File: config.mk
export PLATFORM = sky130hd
export DESIGN_NAME = jtag_tap_responder_flat
export DESIGN_NICKNAME = d
export VERILOG_FILES = /design/src/rtl/jtag_tap_responder_pkg.sv /design/src/rtl/jtag_tap_responder_if.sv /design/src/rtl/jtag_tap_responder_fsm.sv /design/src/rtl/jtag_tap_responder.sv /design/src/flat_wrapper.sv
export SDC_FILE = /design/constraint.sdc
export NUM_CORES = 1
export LEC_CHECK = 0
export ABC_AREA = 1
export CAP_MARGIN = 10
export CORE_MARGIN = 5
export CORE_UTILIZATION = 45
export CTS_CLUSTER_SIZE = 12
export DETAILED_ROUTE_END_ITERATION = 6
export PLACE_DENSITY = 0.7
export SLEW_MARGIN = 20
export SYNTH_ARGS = -nofsm -noshare
export SYNTH_HDL_FRONTEND = slang
export SYNTH_HIERARCHICAL = 1
export SYNTH_SLANG_ARGS = --single-unit
File: constraint.sdc
create_clock -name clock -period 3.15 [get_ports clock]
set_input_delay 0.4725 -clock clock [delete_from_list [all_inputs] [get_ports clock]]
set_output_delay 0.4725 -clock clock [all_outputs]
set_load 0.05 [all_outputs]
File: src/rtl/jtag_tap_responder_pkg.sv
// Shared types and constants for the JTAG TAP responder: the 16-state TAP
// encoding, the data-register selector, default opcodes and the TMS
// next-state table.
package jtag_pkg_hdl;

    // IEEE 1149.1 state encodings; Test-Logic-Reset is all ones
    typedef enum logic [3:0] {
        EXIT2_DR         = 4'h0,
        EXIT1_DR         = 4'h1,
        SHIFT_DR         = 4'h2,
        PAUSE_DR         = 4'h3,
        SELECT_IR_SCAN   = 4'h4,
        UPDATE_DR        = 4'h5,
        CAPTURE_DR       = 4'h6,
        SELECT_DR_SCAN   = 4'h7,
        EXIT2_IR         = 4'h8,
        EXIT1_IR         = 4'h9,
        SHIFT_IR         = 4'hA,
        PAUSE_IR         = 4'hB,
        RUN_TEST_IDLE    = 4'hC,
        UPDATE_IR        = 4'hD,
        CAPTURE_IR       = 4'hE,
        TEST_LOGIC_RESET = 4'hF
    } tap_state_t;

    // Which data register sits between tdi and tdo
    typedef enum logic [1:0] {
        DR_BYPASS = 2'd0,
        DR_IDCODE = 2'd1,
        DR_USER   = 2'd2
    } dr_sel_t;

    localparam int          DEFAULT_IR_WIDTH     = 4;
    localparam int          DEFAULT_DR_WIDTH     = 32;
    localparam int          DEFAULT_SYNC_STAGES  = 2;
    localparam int          IDCODE_WIDTH         = 32;
    localparam logic [31:0] DEFAULT_IDCODE_VALUE = 32'h1234_5001;
    localparam logic [3:0]  DEFAULT_IDCODE_INSTR = 4'b0001;
    localparam logic [3:0]  DEFAULT_USER_INSTR   = 4'b0010;

    // The IR always captures ...0001 so an initiator can find the IR length
    localparam logic [1:0]  IR_CAPTURE_LSBS      = 2'b01;

    function automatic tap_state_t tap_next(input tap_state_t state, input logic tms);
        tap_state_t nxt;
        case (state)
            TEST_LOGIC_RESET: nxt = tms ? TEST_LOGIC_RESET : RUN_TEST_IDLE;
            RUN_TEST_IDLE:    nxt = tms ? SELECT_DR_SCAN   : RUN_TEST_IDLE;
            SELECT_DR_SCAN:   nxt = tms ? SELECT_IR_SCAN   : CAPTURE_DR;
            CAPTURE_DR:       nxt = tms ? EXIT1_DR         : SHIFT_DR;
            SHIFT_DR:         nxt = tms ? EXIT1_DR         : SHIFT_DR;
            EXIT1_DR:         nxt = tms ? UPDATE_DR        : PAUSE_DR;
            PAUSE_DR:         nxt = tms ? EXIT2_DR         : PAUSE_DR;
            EXIT2_DR:         nxt = tms ? UPDATE_DR        : SHIFT_DR;
            UPDATE_DR:        nxt = tms ? SELECT_DR_SCAN   : RUN_TEST_IDLE;
            SELECT_IR_SCAN:   nxt = tms ? TEST_LOGIC_RESET : CAPTURE_IR;
            CAPTURE_IR:       nxt = tms ? EXIT1_IR         : SHIFT_IR;
            SHIFT_IR:         nxt = tms ? EXIT1_IR         : SHIFT_IR;
            EXIT1_IR:         nxt = tms ? UPDATE_IR        : PAUSE_IR;
            PAUSE_IR:         nxt = tms ? EXIT2_IR         : PAUSE_IR;
            EXIT2_IR:         nxt = tms ? UPDATE_IR        : SHIFT_IR;
            UPDATE_IR:        nxt = tms ? SELECT_DR_SCAN   : RUN_TEST_IDLE;
            default:          nxt = TEST_LOGIC_RESET;
        endcase
        return nxt;
    endfunction

endpackage

File: src/rtl/jtag_tap_responder_if.sv
// JTAG pin bundle between an initiator (master) and the TAP responder (slave).
interface jtag_tap_responder_if;

    logic tck;
    logic tms;
    logic tdi;
    logic tdo;
    logic tdo_en;

    modport master (
        output tck,
        output tms,
        output tdi,
        input  tdo,
        input  tdo_en
    );

    modport slave (
        input  tck,
        input  tms,
        input  tdi,
        output tdo,
        output tdo_en
    );

endinterface

File: src/rtl/jtag_tap_responder_fsm.sv
// TAP controller state machine. Advances one step per synchronised tck
// rising strobe and decodes the states the datapath acts on.
module jtag_tap_fsm
    import jtag_pkg_hdl::*;
(
    input  logic       clock,
    input  logic       reset,
    input  logic       tck_rise,
    input  logic       tms_s,
    output tap_state_t tap_state,
    output logic       is_tlr,
    output logic       is_capture_ir,
    output logic       is_shift_ir,
    output logic       is_update_ir,
    output logic       is_capture_dr,
    output logic       is_shift_dr,
    output logic       is_update_dr
);

    tap_state_t state;
    tap_state_t state_next;

    // State register; reset parks the controller in Test-Logic-Reset
    always_ff @(posedge clock) begin
        if (reset) begin
            state <= TEST_LOGIC_RESET;
        end else begin
            state <= state_next;
        end
    end

    // Next state: hold between tck edges, follow the TMS table on a rise
    always_comb begin
        state_next = state;
        if (tck_rise) begin
            state_next = tap_next(state, tms_s);
        end
    end

    // State decodes used by the IR/DR datapath and tdo logic
    always_comb begin
        tap_state     = state;
        is_tlr        = (state == TEST_LOGIC_RESET);
        is_capture_ir = (state == CAPTURE_IR);
        is_shift_ir   = (state == SHIFT_IR);
        is_update_ir  = (state == UPDATE_IR);
        is_capture_dr = (state == CAPTURE_DR);
        is_shift_dr   = (state == SHIFT_DR);
        is_update_dr  = (state == UPDATE_DR);
    end

endmodule

File: src/rtl/jtag_tap_responder.sv
// JTAG TAP responder: oversamples tck/tms/tdi on the system clock, runs the
// TAP FSM and implements BYPASS, IDCODE and a USER data register with a
// parallel capture/update port into core logic.
module jtag_tap_responder
    import jtag_pkg_hdl::*;
#(
    parameter int                    IR_WIDTH     = DEFAULT_IR_WIDTH,
    parameter int                    DR_WIDTH     = DEFAULT_DR_WIDTH,
    parameter logic [31:0]           IDCODE_VALUE = DEFAULT_IDCODE_VALUE,
    parameter logic [IR_WIDTH-1:0]   IDCODE_INSTR = IR_WIDTH'(DEFAULT_IDCODE_INSTR),
    parameter logic [IR_WIDTH-1:0]   USER_INSTR   = IR_WIDTH'(DEFAULT_USER_INSTR),
    parameter int                    SYNC_STAGES  = DEFAULT_SYNC_STAGES
) (
    input  logic                clock,
    input  logic                reset,
    jtag_tap_responder_if.slave jtag,
    output logic [3:0]          tap_state,
    output logic [IR_WIDTH-1:0] ir_value,
    input  logic [DR_WIDTH-1:0] user_dr_in,
    output logic [DR_WIDTH-1:0] user_dr_out,
    output logic                user_dr_update
);

    localparam logic [IR_WIDTH-1:0] IR_CAPTURE = IR_WIDTH'(IR_CAPTURE_LSBS);

    logic [SYNC_STAGES-1:0]  tck_sync;
    logic [SYNC_STAGES-1:0]  tms_sync;
    logic [SYNC_STAGES-1:0]  tdi_sync;
    logic                    tck_last;
    logic                    tck_rise;
    logic                    tck_fall;
    logic                    tms_s;
    logic                    tdi_s;

    tap_state_t              fsm_state;
    logic                    is_tlr;
    logic                    is_capture_ir;
    logic                    is_shift_ir;
    logic                    is_update_ir;
    logic                    is_capture_dr;
    logic                    is_shift_dr;
    logic                    is_update_dr;

    logic [IR_WIDTH-1:0]     ir_shift;
    logic [IDCODE_WIDTH-1:0] idcode_shift;
    logic [DR_WIDTH-1:0]     user_shift;
    logic                    bypass_reg;
    dr_sel_t                 dr_sel;
    logic                    dr_lsb;
    logic                    tdo_q;
    logic                    tdo_en_q;

    // Bring the asynchronous JTAG pins into the clock domain; tck gets one
    // extra flop so its edges can be detected on the last synchroniser stage
    always_ff @(posedge clock) begin
        if (reset) begin
            tck_sync <= '0;
            tms_sync <= '0;
            tdi_sync <= '0;
            tck_last <= 1'b0;
        end else begin
            tck_sync <= {tck_sync[SYNC_STAGES-2:0], jtag.tck};
            tms_sync <= {tms_sync[SYNC_STAGES-2:0], jtag.tms};
            tdi_sync <= {tdi_sync[SYNC_STAGES-2:0], jtag.tdi};
            tck_last <= tck_sync[SYNC_STAGES-1];
        end
    end

    assign tck_rise = tck_sync[SYNC_STAGES-1] & ~tck_last;
    assign tck_fall = ~tck_sync[SYNC_STAGES-1] & tck_last;
    assign tms_s    = tms_sync[SYNC_STAGES-1];
    assign tdi_s    = tdi_sync[SYNC_STAGES-1];

    jtag_tap_fsm u_fsm (
        .clock         (clock),
        .reset         (reset),
        .tck_rise      (tck_rise),
        .tms_s         (tms_s),
        .tap_state     (fsm_state),
        .is_tlr        (is_tlr),
        .is_capture_ir (is_capture_ir),
        .is_shift_ir   (is_shift_ir),
        .is_update_ir  (is_update_ir),
        .is_capture_dr (is_capture_dr),
        .is_shift_dr   (is_shift_dr),
        .is_update_dr  (is_update_dr)
    );

    assign tap_state = fsm_state;

    // Decode the active instruction; anything not IDCODE or USER is bypass
    always_comb begin
        dr_sel = DR_BYPASS;
        if (ir_value == IDCODE_INSTR) begin
            dr_sel = DR_IDCODE;
        end else if (ir_value == USER_INSTR) begin
            dr_sel = DR_USER;
        end
    end

    // LSB of whichever data register is currently selected
    always_comb begin
        dr_lsb = bypass_reg;
        case (dr_sel)
            DR_IDCODE: dr_lsb = idcode_shift[0];
            DR_USER:   dr_lsb = user_shift[0];
            default:   dr_lsb = bypass_reg;
        endcase
    end

    // Capture and shift on tck rise, keyed on the state being left
    always_ff @(posedge clock) begin
        if (reset) begin
            ir_shift     <= '0;
            idcode_shift <= '0;
            user_shift   <= '0;
            bypass_reg   <= 1'b0;
        end else if (tck_rise) begin
            if (is_capture_ir) begin
                ir_shift <= IR_CAPTURE;
            end else if (is_shift_ir) begin
                ir_shift <= {tdi_s, ir_shift[IR_WIDTH-1:1]};
            end

            if (is_capture_dr) begin
                case (dr_sel)
                    DR_IDCODE: idcode_shift <= IDCODE_VALUE;
                    DR_USER:   user_shift   <= user_dr_in;
                    default:   bypass_reg   <= 1'b0;
                endcase
            end else if (is_shift_dr) begin
                case (dr_sel)
                    DR_IDCODE: idcode_shift <= {tdi_s, idcode_shift[IDCODE_WIDTH-1:1]};
                    DR_USER:   user_shift   <= {tdi_s, user_shift[DR_WIDTH-1:1]};
                    default:   bypass_reg   <= tdi_s;
                endcase
            end
        end
    end

    // Instruction and USER updates land on the tck fall inside Update-IR/DR;
    // sitting in Test-Logic-Reset forces the instruction back to IDCODE
    always_ff @(posedge clock) begin
        if (reset) begin
            ir_value       <= IDCODE_INSTR;
            user_dr_out    <= '0;
            user_dr_update <= 1'b0;
        end else begin
            user_dr_update <= 1'b0;
            if (is_tlr) begin
                ir_value <= IDCODE_INSTR;
            end else if (tck_fall && is_update_ir) begin
                ir_value <= ir_shift;
            end
            if (tck_fall && is_update_dr && (dr_sel == DR_USER)) begin
                user_dr_out    <= user_shift;
                user_dr_update <= 1'b1;
            end
        end
    end

    // Present the next serial bit on tck fall; tdo is quiet outside shifts
    always_ff @(posedge clock) begin
        if (reset) begin
            tdo_q    <= 1'b0;
            tdo_en_q <= 1'b0;
        end else if (tck_fall) begin
            tdo_en_q <= is_shift_ir | is_shift_dr;
            if (is_shift_ir) begin
                tdo_q <= ir_shift[0];
            end else if (is_shift_dr) begin
                tdo_q <= dr_lsb;
            end else begin
                tdo_q <= 1'b0;
            end
        end
    end

    assign jtag.tdo    = tdo_q;
    assign jtag.tdo_en = tdo_en_q;

endmodule

File: src/flat_wrapper.sv
// flat-port wrapper written by rule: the top's interface ports become plain ports
module jtag_tap_responder_flat import jtag_pkg_hdl::*;
#(
    parameter int                    IR_WIDTH     = DEFAULT_IR_WIDTH,
    parameter int                    DR_WIDTH     = DEFAULT_DR_WIDTH,
    parameter logic [31:0]           IDCODE_VALUE = DEFAULT_IDCODE_VALUE,
    parameter logic [IR_WIDTH-1:0]   IDCODE_INSTR = IR_WIDTH'(DEFAULT_IDCODE_INSTR),
    parameter logic [IR_WIDTH-1:0]   USER_INSTR   = IR_WIDTH'(DEFAULT_USER_INSTR),
    parameter int                    SYNC_STAGES  = DEFAULT_SYNC_STAGES
)
  (clock, reset, tap_state, ir_value, user_dr_in, user_dr_out, user_dr_update, jtag_tck, jtag_tms, jtag_tdi, jtag_tdo, jtag_tdo_en);
  jtag_tap_responder_if jtag_i ();
  input  logic clock;
  input  logic reset;
  output logic [3:0] tap_state;
  output logic [IR_WIDTH-1:0] ir_value;
  input  logic [DR_WIDTH-1:0] user_dr_in;
  output logic [DR_WIDTH-1:0] user_dr_out;
  output logic user_dr_update;
  input wire logic [$bits(jtag_i.tck)-1:0] jtag_tck;
  input wire logic [$bits(jtag_i.tms)-1:0] jtag_tms;
  input wire logic [$bits(jtag_i.tdi)-1:0] jtag_tdi;
  output wire logic [$bits(jtag_i.tdo)-1:0] jtag_tdo;
  output wire logic [$bits(jtag_i.tdo_en)-1:0] jtag_tdo_en;
  assign jtag_i.tck = jtag_tck;
  assign jtag_i.tms = jtag_tms;
  assign jtag_i.tdi = jtag_tdi;
  assign jtag_tdo = jtag_i.tdo;
  assign jtag_tdo_en = jtag_i.tdo_en;
  jtag_tap_responder #(.IR_WIDTH(IR_WIDTH), .DR_WIDTH(DR_WIDTH), .IDCODE_VALUE(IDCODE_VALUE), .IDCODE_INSTR(IDCODE_INSTR), .USER_INSTR(USER_INSTR), .SYNC_STAGES(SYNC_STAGES)) u_core (.clock(clock), .reset(reset), .jtag(jtag_i), .tap_state(tap_state), .ir_value(ir_value), .user_dr_in(user_dr_in), .user_dr_out(user_dr_out), .user_dr_update(user_dr_update));
endmodule
======== Word-level counts from Yosys, hierarchy flattened ========
Index checks and enable logic that the tools add are counted.
storage, ports and cells
  bits in registers ....................... 119
  logic and storage cells ................. 92
  bits of input ports ..................... 37
  output and inout bits ................... 43
operators by class
  bitwise gates (word level) .............. 5
  multiplexer cells ....................... 33
  equality and inequality tests ........... 25
  reduce and logical (&&, ||, !) cells .... 15
operators by type and width
  operator              number
  $mux W32              8
  $pmux W4 S12          1
  $eq A4 B4 Y1 const B  8
  $eq A4 B3 Y1 const B  4
  $mux W2               8
  $eq A4 B2 Y1 const B  3
  $mux W3               4
  $mux W4               3
  $ne A2 B2 Y1 const B  6
  $reduce_and A4 Y1     3
  $eq A4 B1 Y1 const B  2
  $mux W1               8
  $reduce_or A2 Y1      4
  $logic_not A4 Y1      1
  $reduce_bool A2 Y1    2
  $logic_and A1 B1 Y1   3
  $reduce_or A3 Y1      1
  $and A1 B1 Y1         2
  $eq A2 B1 Y1 const B  1
  $eq A2 B2 Y1 const B  1
  $not A1 Y1            2
  $pmux W1 S2           1
  $reduce_and A2 Y1     1
  $or A1 B1 Y1          1

======== Longest topological paths before layout ========
Gate-level depths: netlist (run 1).
  depth in word-level cells ............... 8
  mapped depth ............................ 11
  depth with buffers taken out ............ 10

======== Hierarchy ========
The synthesis (run 1) kept the hierarchy.
by module, submodules not included
  module              seq. area each (um2)  instances  area an instance (um2)  cells each
  jtag_tap_responder  2,302.2               1          4,448.0                 564
  jtag_tap_fsm        80.1                  1          349.1                   67

======== Least setup slack after synthesis (run 1) ========
OpenSTA, ideal clock, no wires.
  kind .................................... reg2reg
  from .................................... register u_core.u_fsm.state[1] (netlist: u_core/u_fsm/tap_state[1])
  to ...................................... register u_core.user_shift[12]
  path slack .............................. 1.057 ns
  data arrival time ....................... 1.973 ns
  setup time .............................. 0.119 ns
  stages on the path, launching flop included .. 9
  clock period less this slack ............ 2.093 ns
  data required time ...................... 3.031 ns
  buffers on the path ..................... 1
  cell sequence ........................... dfxtp_1 nand2_1 nor3_1 inv_1 a21oi_2 nand2_2 buf_2 o21ai_0 a21oi_1
on the way
  word-level cells in the longest chain between the ends .. 3
  elaborated cells on any way between the ends .. 7
  those cells by class .................... 4 x eq/ne; 1 x mux; 2 x reduce/logical
RTL lines
  what                                                                 line                          RTL
  from (decl)                                                          jtag_tap_responder_fsm.sv:20  tap_state_t state;
  from (signal assigned)                                               jtag_tap_responder_fsm.sv:28  state <= state_next;
  $eq A4 B2 Y1 *                                                       jtag_tap_responder_fsm.sv:48  is_shift_dr = (state == SHIFT_DR);
  named net u_core.is_shift_dr                                         jtag_tap_responder.sv:41      logic is_shift_dr;
  $ne A2 B2 Y1 (no line) / $reduce_bool A2 Y1 (equally long branches)  -
  $reduce_and A4 Y1 (no line) *                                        -
  to (signal assigned)                                                 jtag_tap_responder.sv:128     DR_USER: user_shift <= user_dr_in;
  to (signal assigned)                                                 jtag_tap_responder.sv:134     DR_USER: user_shift <= {tdi_s, user_shift[DR_WIDTH-1:1]};
  to (decl)                                                            jtag_tap_responder.sv:46      logic [DR_WIDTH-1:0] user_shift;
The timed path passes the listed nets; every way through them passes the cells marked *.
A chain may end at the register's enable or synchronous reset.

======== Final worst setup path (run 1) ========
  from .................................... register u_core.u_fsm.state[2] (netlist: u_core/u_fsm/tap_state[2])
  to ...................................... output port tap_state[2]
RTL lines
  what       line                RTL
  to (decl)  flat_wrapper.sv:15  output logic [3:0] tap_state;
No word-level cell between the ends.

==> metrics.cfg, run 1 <==
[finish]
areaGrowthSynthToFinish_pct = 28.4
nFillCells = 945
drive_above_1_share_pct = 8.05
layout_commonest_cell = dfxtp_1
top_regs = u_core/idcode_shift x32, u_core/user_dr_out x32, u_core/user_shift x32
mostFrequentLayoutCells = 119 x dfxtp_1, 108 x a21oi_1, 100 x nand2_1
num_antenna_cells = 0
num-nets-final = 732

[global_routing]
grt_pass1_vias = 3888
antenna_found_initial = 0
grt_overflow_total = 0
grt_max_degree = 69
grt_pass1_wl_microns = 18000
grt_use_total_pct = 16.9

[clock_tree]
cts_tree = done
numCtsBuffers = 17
post_cts_buffers = 0
clk_pin_slew_ns = 0.06
cts-root-buf = clkbuf_8
clkSinkCount = 119
cts_max_level = 4
clk_latency_ns = 0.50
cts_resized = 0
ctsHoldBuffers = 0
cts_buffer_depth = 2

[critical_path]
critPathTopFamily = buffers and inverters
worst-setup-path-type = flip-flop to output port
max_stage_delay_ns = 0.87
cp-start-kind = flip-flop
crit_buf_inv = 1
path_cells = clkdlybuf4s50_1
endpoint_kind = output port
crit_required_ns = 2.68
crit_slowest_cell = clkdlybuf4s50_1
worstPathArrival_ns = 1.86
worstPathMaxFanout = 8

[place]
portBuffers = 79
hpwl_microns = 7140
gp_congestion = 0.960
dp_slack_ns = 0.949

[timing]
hold_viol = 0
fin_setup_tns_ns = 0
setup_viol = 0
fmax_mhz = 428
slew_headroom_pct = 48.2
min_period_ns = 2.34
finClkSkew_ns = 0.00877
slew_viol_final = 0
worstMarginPinSlew_ns = 0.777
rsz0062_at_grt = false
fin_crit_sh_pct = 74.1
setup_ws_ns = 0.815

[drt]
routed_wl_microns = 11100
drt_iter0_drc = 266
antenna_left = 0
wl_per_cell_microns = 13.2
avgViaCountPerCell = 5.09
remaining_drc_errors = 0
firstDrtPassIters = 5
vias = 4297

[synth]
netlist_instances = 631
ys_types = 26
yosysWarnings = 6
synth_top_area_share_pct = 49.7
syn_area_sq_mm = 0.00480
ys_top_cells_by_area = dfxtp_1 50%, a21oi_1 11%, nand2_1 7.8%
seq_area_frac_synth_pct = 49.7
syn_area_per_cell_sq_um = 7.60
syn_nets = 668
ys_seq_elements = 119
synth.largest_area_cell = dfxtp_1

[floorplanning]
fp.dieArea_sq_mm = 0.0128
floorplan.initialDensity_pct = 46.3
fp-row-count = 37
core_area_sq_mm = 0.0104
die_width_microns = 113
die_h_microns = 113
io_pins = 80

[job]
drv_cap = 0

[power_and_ir_drop]
p_leak_nw = 2.30
ir_drop_mv = 0.377
powerDensity_mw_per_mm2 = 578

[run_status]
status = finished, final reports clean

[hold_path]
holdCritPathClass = flip-flop to flip-flop

==> worst register-to-register path, delay by kind of cell (launching register included) <==
family          cells  cell delay, ns
compound gates      3            0.45
buf+inv             3            0.89
flops               1            0.43
simple gates        3            0.36
==> metal layers <==
metal | up-vias | track usage (%) | share of wire [%]
met5 | - | 0 | 0
met4 | 0 | 4.81 | 0.48
met3 | 6 | 4.49 | 5.2
met2 | 103 | 26.7 | 46
met1 | 1962 | 22.7 | 48
li1 | 2226 | - | -
==> final timing paths <==
path	depth (start not counted)	slack, ns	to	startpoint
min reg2reg	2	0.40	u_core/tdi_sync[1]	u_core/tdi_sync[0]
max reg2reg	9	0.94	u_core/user_shift[12]	u_core/u_fsm/tap_state[0]
min	2	0.40	u_core/tdi_sync[1]	u_core/tdi_sync[0]
max	1	0.81	tap_state[2]	u_core/u_fsm/tap_state[2]
==> cell families (layout without fill, tap and decap cells) <==
kind of cell	Yosys count	count (layout)	synth area share (%)
AND/OR/NAND/NOR	182	182	16.5
AO/OA/AOI/OAI	226	226	23.8
flip-flops	119	119	49.7
buffers and inverters	104	181	10.0
==> per-stage QoR <==
stage               utilization (%)  std cells  hold WS (ns)  cell area (sq um)  power, mW
floorplan                         -        631         0.388               4800       1.62
global placement               53.7        812         0.389               5570       1.69
detailed placement             53.7        812         0.393               5570       1.69
CTS                            59.4        844         0.405               6160       3.59
global route                   59.4        844         0.433               6160       3.67
finish                         59.4        844         0.402               6160       3.56
==> cell usage after synthesis, drive strengths merged <==
cell and number:
nand2 103, o21ai 115, inv 64, nor3 4, clkbuf 15, nand4 1
dfxtp 119, o22ai 1, o211ai 1, buf 25, nand3 39, nor2 35
a21oi 109
==> power breakdown <==
| group | switching (mW) | internal [mW] |
|---|---|---|
| registers | 0.00721 | 1.51 |
| clock network | 0.694 | 1.21 |
| logic | 0.0776 | 0.0633 |
| total | 0.779 | 2.78 |
==> cell type report <==
class                      count  area, sq um  share of cell area, %
clock buffer                  17          414                   6.72
clock inverter                15          176                   2.86
inverter                      64          240                   3.90
multi-input combinational    408         1940                   31.5
sequential                   119         2380                   38.7
tap                          136          170                   2.76
timing repair buffer          85          836                   13.6
(Power assumes the default switching activity.)
==> inputs of run 2 (changes only) <==
--- a/config.mk
+++ b/config.mk
@@ -11,7 +11,7 @@
 export CORE_UTILIZATION = 45
 export CTS_CLUSTER_SIZE = 12
 export DETAILED_ROUTE_END_ITERATION = 6
-export PLACE_DENSITY = 0.7
+export PLACE_DENSITY = 0.73
 export SLEW_MARGIN = 20
 export SYNTH_ARGS = -nofsm -noshare
 export SYNTH_HDL_FRONTEND = slang
==> constraint.sdc (replaced) <==
create_clock -name clock -period 2.07 [get_ports clock]
set_input_delay 0.3105 -clock clock [delete_from_list [all_inputs] [get_ports clock]]
set_output_delay 0.3105 -clock clock [all_outputs]
set_load 0.05 [all_outputs]
==> run 2 against run 1 <==
Flip-flop and latch count unchanged. Non-clock buffer count grew 4. Clock skew fell by 0.0024 ns. Count of clock-buffer cells in the layout increased by 3. Register-to-register slack lost 0.77 ns. Highest routed layer unchanged.
==> metrics.cfg, run 2 (synthesized netlist as in run 1, its figures left out) <==
[global_routing]
grt_use_total_pct = 17.2  ; +0.35 points
grt_pass1_wl_microns = 18200  ; +1.2%
grt_max_degree = 69  ; unchanged
grt_overflow_total = 0  ; unchanged
antenna_found_initial = 0  ; unchanged
grt_pass1_vias = 3971  ; +2.1%

[timing]
rsz0062_at_grt = false
fmax_mhz = 501
fin_crit_sh_pct = 96.4
setup_viol = 0  ; unchanged
slew_viol_final = 0  ; unchanged
fin_setup_tns_ns = 0  ; unchanged
worstMarginPinSlew_ns = 0.553  ; -0.224 ns
slew_headroom_pct = 63.0  ; +15 points
hold_viol = 0  ; unchanged
finClkSkew_ns = 0.00633  ; -0.00244 ns
min_period_ns = 1.99

[drt]
avgViaCountPerCell = 5.21  ; +2.4%
firstDrtPassIters = 5  ; unchanged
remaining_drc_errors = 0  ; unchanged
drt_iter0_drc = 318  ; +20%
wl_per_cell_microns = 12.9  ; -2.6%
vias = 4422  ; +2.9%
routed_wl_microns = 10900  ; -2.1%
antenna_left = 0  ; unchanged

[place]
gp_congestion = 0.909  ; -5.3%
portBuffers = 79  ; unchanged
hpwl_microns = 7020  ; -1.7%

[floorplanning]
io_pins = 80  ; unchanged
fp.dieArea_sq_mm = 0.0128  ; unchanged
core_area_sq_mm = 0.0104  ; unchanged
fp-row-count = 37  ; unchanged
floorplan.initialDensity_pct = 46.3  ; unchanged
die_h_microns = 113  ; unchanged
die_width_microns = 113  ; unchanged

[critical_path]
reg2reg_setup_slack_ns = 0.17  ; -0.77 ns
max_stage_delay_ns = 0.82  ; -0.05 ns
worstPathArrival_ns = 1.68  ; -0.18 ns
worst-setup-path-type = flip-flop to output port
r2r_end = u_core/ir_shift[3]
cp-start-kind = flip-flop
crit_slowest_cell = clkdlybuf4s50_1
crit_cells = 1  ; unchanged
endpoint = user_dr_out[0]
crit_buf_inv = 1  ; unchanged
crit_required_ns = 1.76  ; -0.92 ns
endpoint_kind = output port
startpoint = u_core/user_dr_out[0]
worstPathMaxFanout = 2  ; -6
path_cells = clkdlybuf4s50_1
ff2ff_path_depth = 6  ; -3
r2r-start = u_core/u_fsm/tap_state[1]
critPathTopFamily = buffers and inverters

[finish]
num_antenna_cells = 0  ; unchanged
num-nets-final = 736  ; +0.55%
layout_commonest_cell = dfxtp_1
top_regs = u_core/idcode_shift x32, u_core/user_dr_out x32, u_core/user_shift x32
drive_above_1_share_pct = 8.57  ; +0.52 points
nFillCells = 917  ; -3.0%
areaGrowthSynthToFinish_pct = 29.2
mostFrequentLayoutCells = 117 x dfxtp_1, 108 x a21oi_1, 100 x nand2_1

[clock_tree]
cts_tree = done
numCtsBuffers = 17  ; unchanged
post_cts_buffers = 0  ; unchanged
ctsHoldBuffers = 0  ; unchanged
clk_pin_slew_ns = 0.06  ; about the same
clk_latency_ns = 0.51  ; about the same
clkSinkCount = 119  ; unchanged
cts_max_level = 4  ; unchanged
cts-root-buf = clkbuf_8
cts_buffer_depth = 2  ; unchanged

[power_and_ir_drop]
ir_drop_mv = 0.476  ; +26%
p_leak_nw = 2.33  ; +1.5%
p_total_mw = 5.26  ; +48%
powerDensity_mw_per_mm2 = 848  ; +47%

[job]
drv_cap = 0  ; unchanged

[run_status]
status = finished, final reports clean

[hold_path]
holdCritPathClass = primary input to flip-flop

-- run 2: layout make-up --
type	instances	area [sq um]	area share, %
sequential	119	2380	38.5
multi-input combinational	408	1950	31.4
timing repair buffer	89	905	14.6
clock buffer	20	425	6.86
inverter	64	240	3.87
tap	136	170	2.74
clock inverter	12	129	2.08
-- run 2: metrics by stage --
stage	hold slack, ns	cell area (sq um)	utilization [%]	worst slack, ns	cells
after floorplan	0.388	4800	-	0.0521	631
after global placement	0.392	5640	54.4	0.204	816
after detailed placement	0.392	5640	54.4	0.132	816
after CTS	0.288	6180	59.6	0.00287	848
after global routing	0.295	6200	59.8	0.00495	848
final	0.307	6200	59.8	0.0751	848
-- run 2: worst min-delay path by stage --
stage | start | to | slack, ns | cells past startpoint
global placement | u_core/tck_sync[0] | u_core/tck_sync[1] | 0.39 | 2
floorplan | u_core/tck_sync[0] | u_core/tck_sync[1] | 0.39 | 2
CTS | jtag_tdi | u_core/tdi_sync[0] | 0.29 | 3
detailed placement | u_core/tdi_sync[0] | u_core/tdi_sync[1] | 0.39 | 2
finish | jtag_tdi | u_core/tdi_sync[0] | 0.31 | 3
global route | jtag_tck | u_core/tck_sync[0] | 0.30 | 3
-- run 2: repair_timing --
action                                 4_1_cts  5_1_grt
endpoints found under the hold margin        0        0
gates resized for setup                      6        6
setup endpoints to repair                    6       34
-- run 2: metal layers --
metal,GRT usage [%],vias up,part of all wire [%]
met4,7.53,0,1.5
met5,0,-,0
met2,26.0,154,46
li1,-,2238,-
met1,22.5,2014,45
met3,5.67,16,7.3
-- run 2: power breakdown --
part           internal (mW)  leakage (nW)  switching, mW
Sequential              2.30         0.959        0.00951
Combinational          0.101          1.11          0.119
Clock                   1.71         0.265           1.02
Total                   4.11          2.33           1.15
==> inputs of run 3 (changes only) <==
--- a/config.mk
+++ b/config.mk
@@ -11,8 +11,9 @@
 export CORE_UTILIZATION = 45
 export CTS_CLUSTER_SIZE = 12
 export DETAILED_ROUTE_END_ITERATION = 6
+export GPL_TIMING_DRIVEN = 0
 export PLACE_DENSITY = 0.73
-export SLEW_MARGIN = 20
+export SLEW_MARGIN = 25
 export SYNTH_ARGS = -nofsm -noshare
 export SYNTH_HDL_FRONTEND = slang
 export SYNTH_HIERARCHICAL = 1
==> run 3 against run 2 <==
Non-clock buffer count increased by 30. Combinational power about the same. Power increased by 4.7%.
==> metrics.cfg, run 3 (synthesized netlist as in run 1, its figures left out) <==
[floorplanning]
fp.dieArea_sq_mm = 0.0128  ; unchanged
floorplan.initialDensity_pct = 46.3  ; unchanged
core_area_sq_mm = 0.0104  ; unchanged
die_width_microns = 113  ; unchanged
io_pins = 80  ; unchanged
die_h_microns = 113  ; unchanged
fp-row-count = 37  ; unchanged

[critical_path]
ff2ff_path_depth = 11  ; +5
endpoint_kind = output port
crit_slowest_cell = clkdlybuf4s50_1
r2r-start = u_core/u_fsm/tap_state[2]
path_cells = clkdlybuf4s50_1
crit_buf_inv = 1  ; unchanged
crit_required_ns = 1.76  ; about the same
r2r_end = u_core/user_shift[10]
worstPathMaxFanout = 2  ; unchanged
cp-start-kind = flip-flop
critPathTopFamily = buffers and inverters
max_stage_delay_ns = 0.82  ; about the same
reg2reg_setup_slack_ns = 0.17  ; about the same
worst-setup-path-type = flip-flop to output port
worstPathArrival_ns = 1.70  ; +0.02 ns

[global_routing]
grt_max_degree = 17  ; -75%
grt_pass1_wl_microns = 20200  ; +11%
grtUsageMet3_pct = 4.76  ; -0.91 points
grt_use_total_pct = 19.0  ; +1.8 points
globalRouteMet2Util_pct = 31.0  ; +4.9 points
antenna_found_initial = 0  ; unchanged
met1_usage_pct = 24.5  ; +2.1 points
grt_overflow_total = 0  ; unchanged
top_usage_layer = met2
grt_pass1_vias = 4315  ; +8.7%

[power_and_ir_drop]
p_total_mw = 5.51  ; +4.7%
p_leak_nw = 2.41  ; +3.4%
powerDensity_mw_per_mm2 = 863  ; +1.7%
ir_drop_mv = 0.612  ; +28%

[hold_path]
holdCritPathClass = primary input to flip-flop
min-delay-start = jtag_tms
min_to = u_core/tms_sync[0]
holdPathStages = 3  ; unchanged

[place]
dpl.cell_count = 846  ; +3.7%
hpwl_microns = 8430  ; +20%
dp_slack_ns = 0.0450  ; -0.0869 ns
gp_congestion = 0.835  ; -8.2%
portBuffers = 79  ; unchanged

[timing]
fin_crit_sh_pct = 96.9  ; +0.51 points
slew_viol_final = 0  ; unchanged
fmax_mhz = 499  ; -0.53%
setup_viol = 0  ; unchanged
hold_viol = 0  ; unchanged
slew_headroom_pct = 63.6  ; +0.55 points
min_period_ns = 2.01  ; +0.0106 ns
fin_setup_tns_ns = 0  ; unchanged
rsz0062_at_grt = false
setup_ws_ns = 0.0645  ; -0.0106 ns
worstMarginPinSlew_ns = 0.545  ; -0.00824 ns
finClkSkew_ns = 0.0113  ; +0.00500 ns

[clock_tree]
cts_tree = done
clkSinkCount = 119  ; unchanged
clk_latency_ns = 0.51  ; about the same
clk_pin_slew_ns = 0.06  ; about the same
cts-root-buf = clkbuf_8
cts_buffer_depth = 2  ; unchanged
numCtsBuffers = 17  ; unchanged
ctsHoldBuffers = 0  ; unchanged
post_cts_buffers = 0  ; unchanged
cts_max_level = 4  ; unchanged

[job]
drv_cap = 0  ; unchanged

[finish]
nFillCells = 915  ; -0.22%
seq_area_sq_mm = 0.00239  ; +0.16%
num_antenna_cells = 0  ; unchanged
drive_above_1_share_pct = 10.8  ; +2.2 points
stdcell_count = 878  ; +3.5%
multi_input_area_sq_mm = 0.00195  ; unchanged
areaGrowthSynthToFinish_pct = 33.0
top_regs = u_core/idcode_shift x32, u_core/user_dr_out x32, u_core/user_shift x32
mostFrequentLayoutCells = 116 x dfxtp_1, 108 x a21oi_1, 100 x nand2_1
layout_commonest_cell = dfxtp_1
num-nets-final = 766  ; +4.1%

[drt]
vias = 4533  ; +2.5%
routed_wl_microns = 12100  ; +11%
drt_iter0_drc = 225  ; -29%
remaining_drc_errors = 0  ; unchanged
firstDrtPassIters = 5  ; unchanged
wl_per_cell_microns = 13.8  ; +7.1%
antenna_left = 0  ; unchanged
avgViaCountPerCell = 5.16  ; -0.99%

[run_status]
status = finished, final reports clean

run 3: what timing repair did:
action,CTS,global route
cloned,0,0
setup endpoints to repair,6,35
resized for setup,6,6
run 3: where the power goes:
part | total, mW | switching [mW] | internal [mW]
clock network | 2.97 | 1.06 | 1.91
logic | 0.220 | 0.122 | 0.0978
registers | 2.31 | 0.0120 | 2.30
run 3: layer usage:
layer | wire length [microns] | vias to the layer above
li1 | - | 2297
met1 | 5550 | 2088
met2 | 5670 | 139
met3 | 774 | 9
met4 | 88 | 0
met5 | 0 | -
run 3: cell type report:
class	instances	share of cell area [%]
inverter	64	3.77
timing repair buffer	79	12.3
sequential	119	37.4
multi-input combinational	408	30.5
clock inverter	13	2.65
clock buffer	19	6.92
buffer	40	3.79
tap	136	2.67
run 3: tightest hold or removal path, cell delays in order:
cell             delay, ns
clkdlybuf4s50_1       0.39
inv_1                 0.05
nor2_1                0.03
run 3: per-stage QoR:
stage	util, %	hold slack [ns]	instance area [sq um]
final	61.5	0.318	6380
after global routing	61.5	0.318	6380
after CTS	61.4	0.300	6360
after detailed placement	55.5	0.398	5760
after global placement	55.5	0.393	5760
after floorplan	-	0.388	4800
run 3: worst max-delay path by stage:
stage / startpoint / endpoint / slack, ns / cells after the start
2_1_floorplan: u_core/u_fsm/tap_state[2] / u_core/user_shift[12] / 0.05 / 11
3_5_place_dp: u_core/u_fsm/tap_state[2] / u_core/user_shift[12] / 0.05 / 11
3_3_place_gp: u_core/u_fsm/tap_state[2] / u_core/user_shift[12] / 0.08 / 11
6_report: u_core/user_dr_out[3] / user_dr_out[3] / 0.06 / 1
4_1_cts: u_core/u_fsm/tap_state[2] / u_core/user_shift[10] / 0.01 / 11
5_1_grt: u_core/user_dr_out[3] / user_dr_out[3] / 0.01 / 1
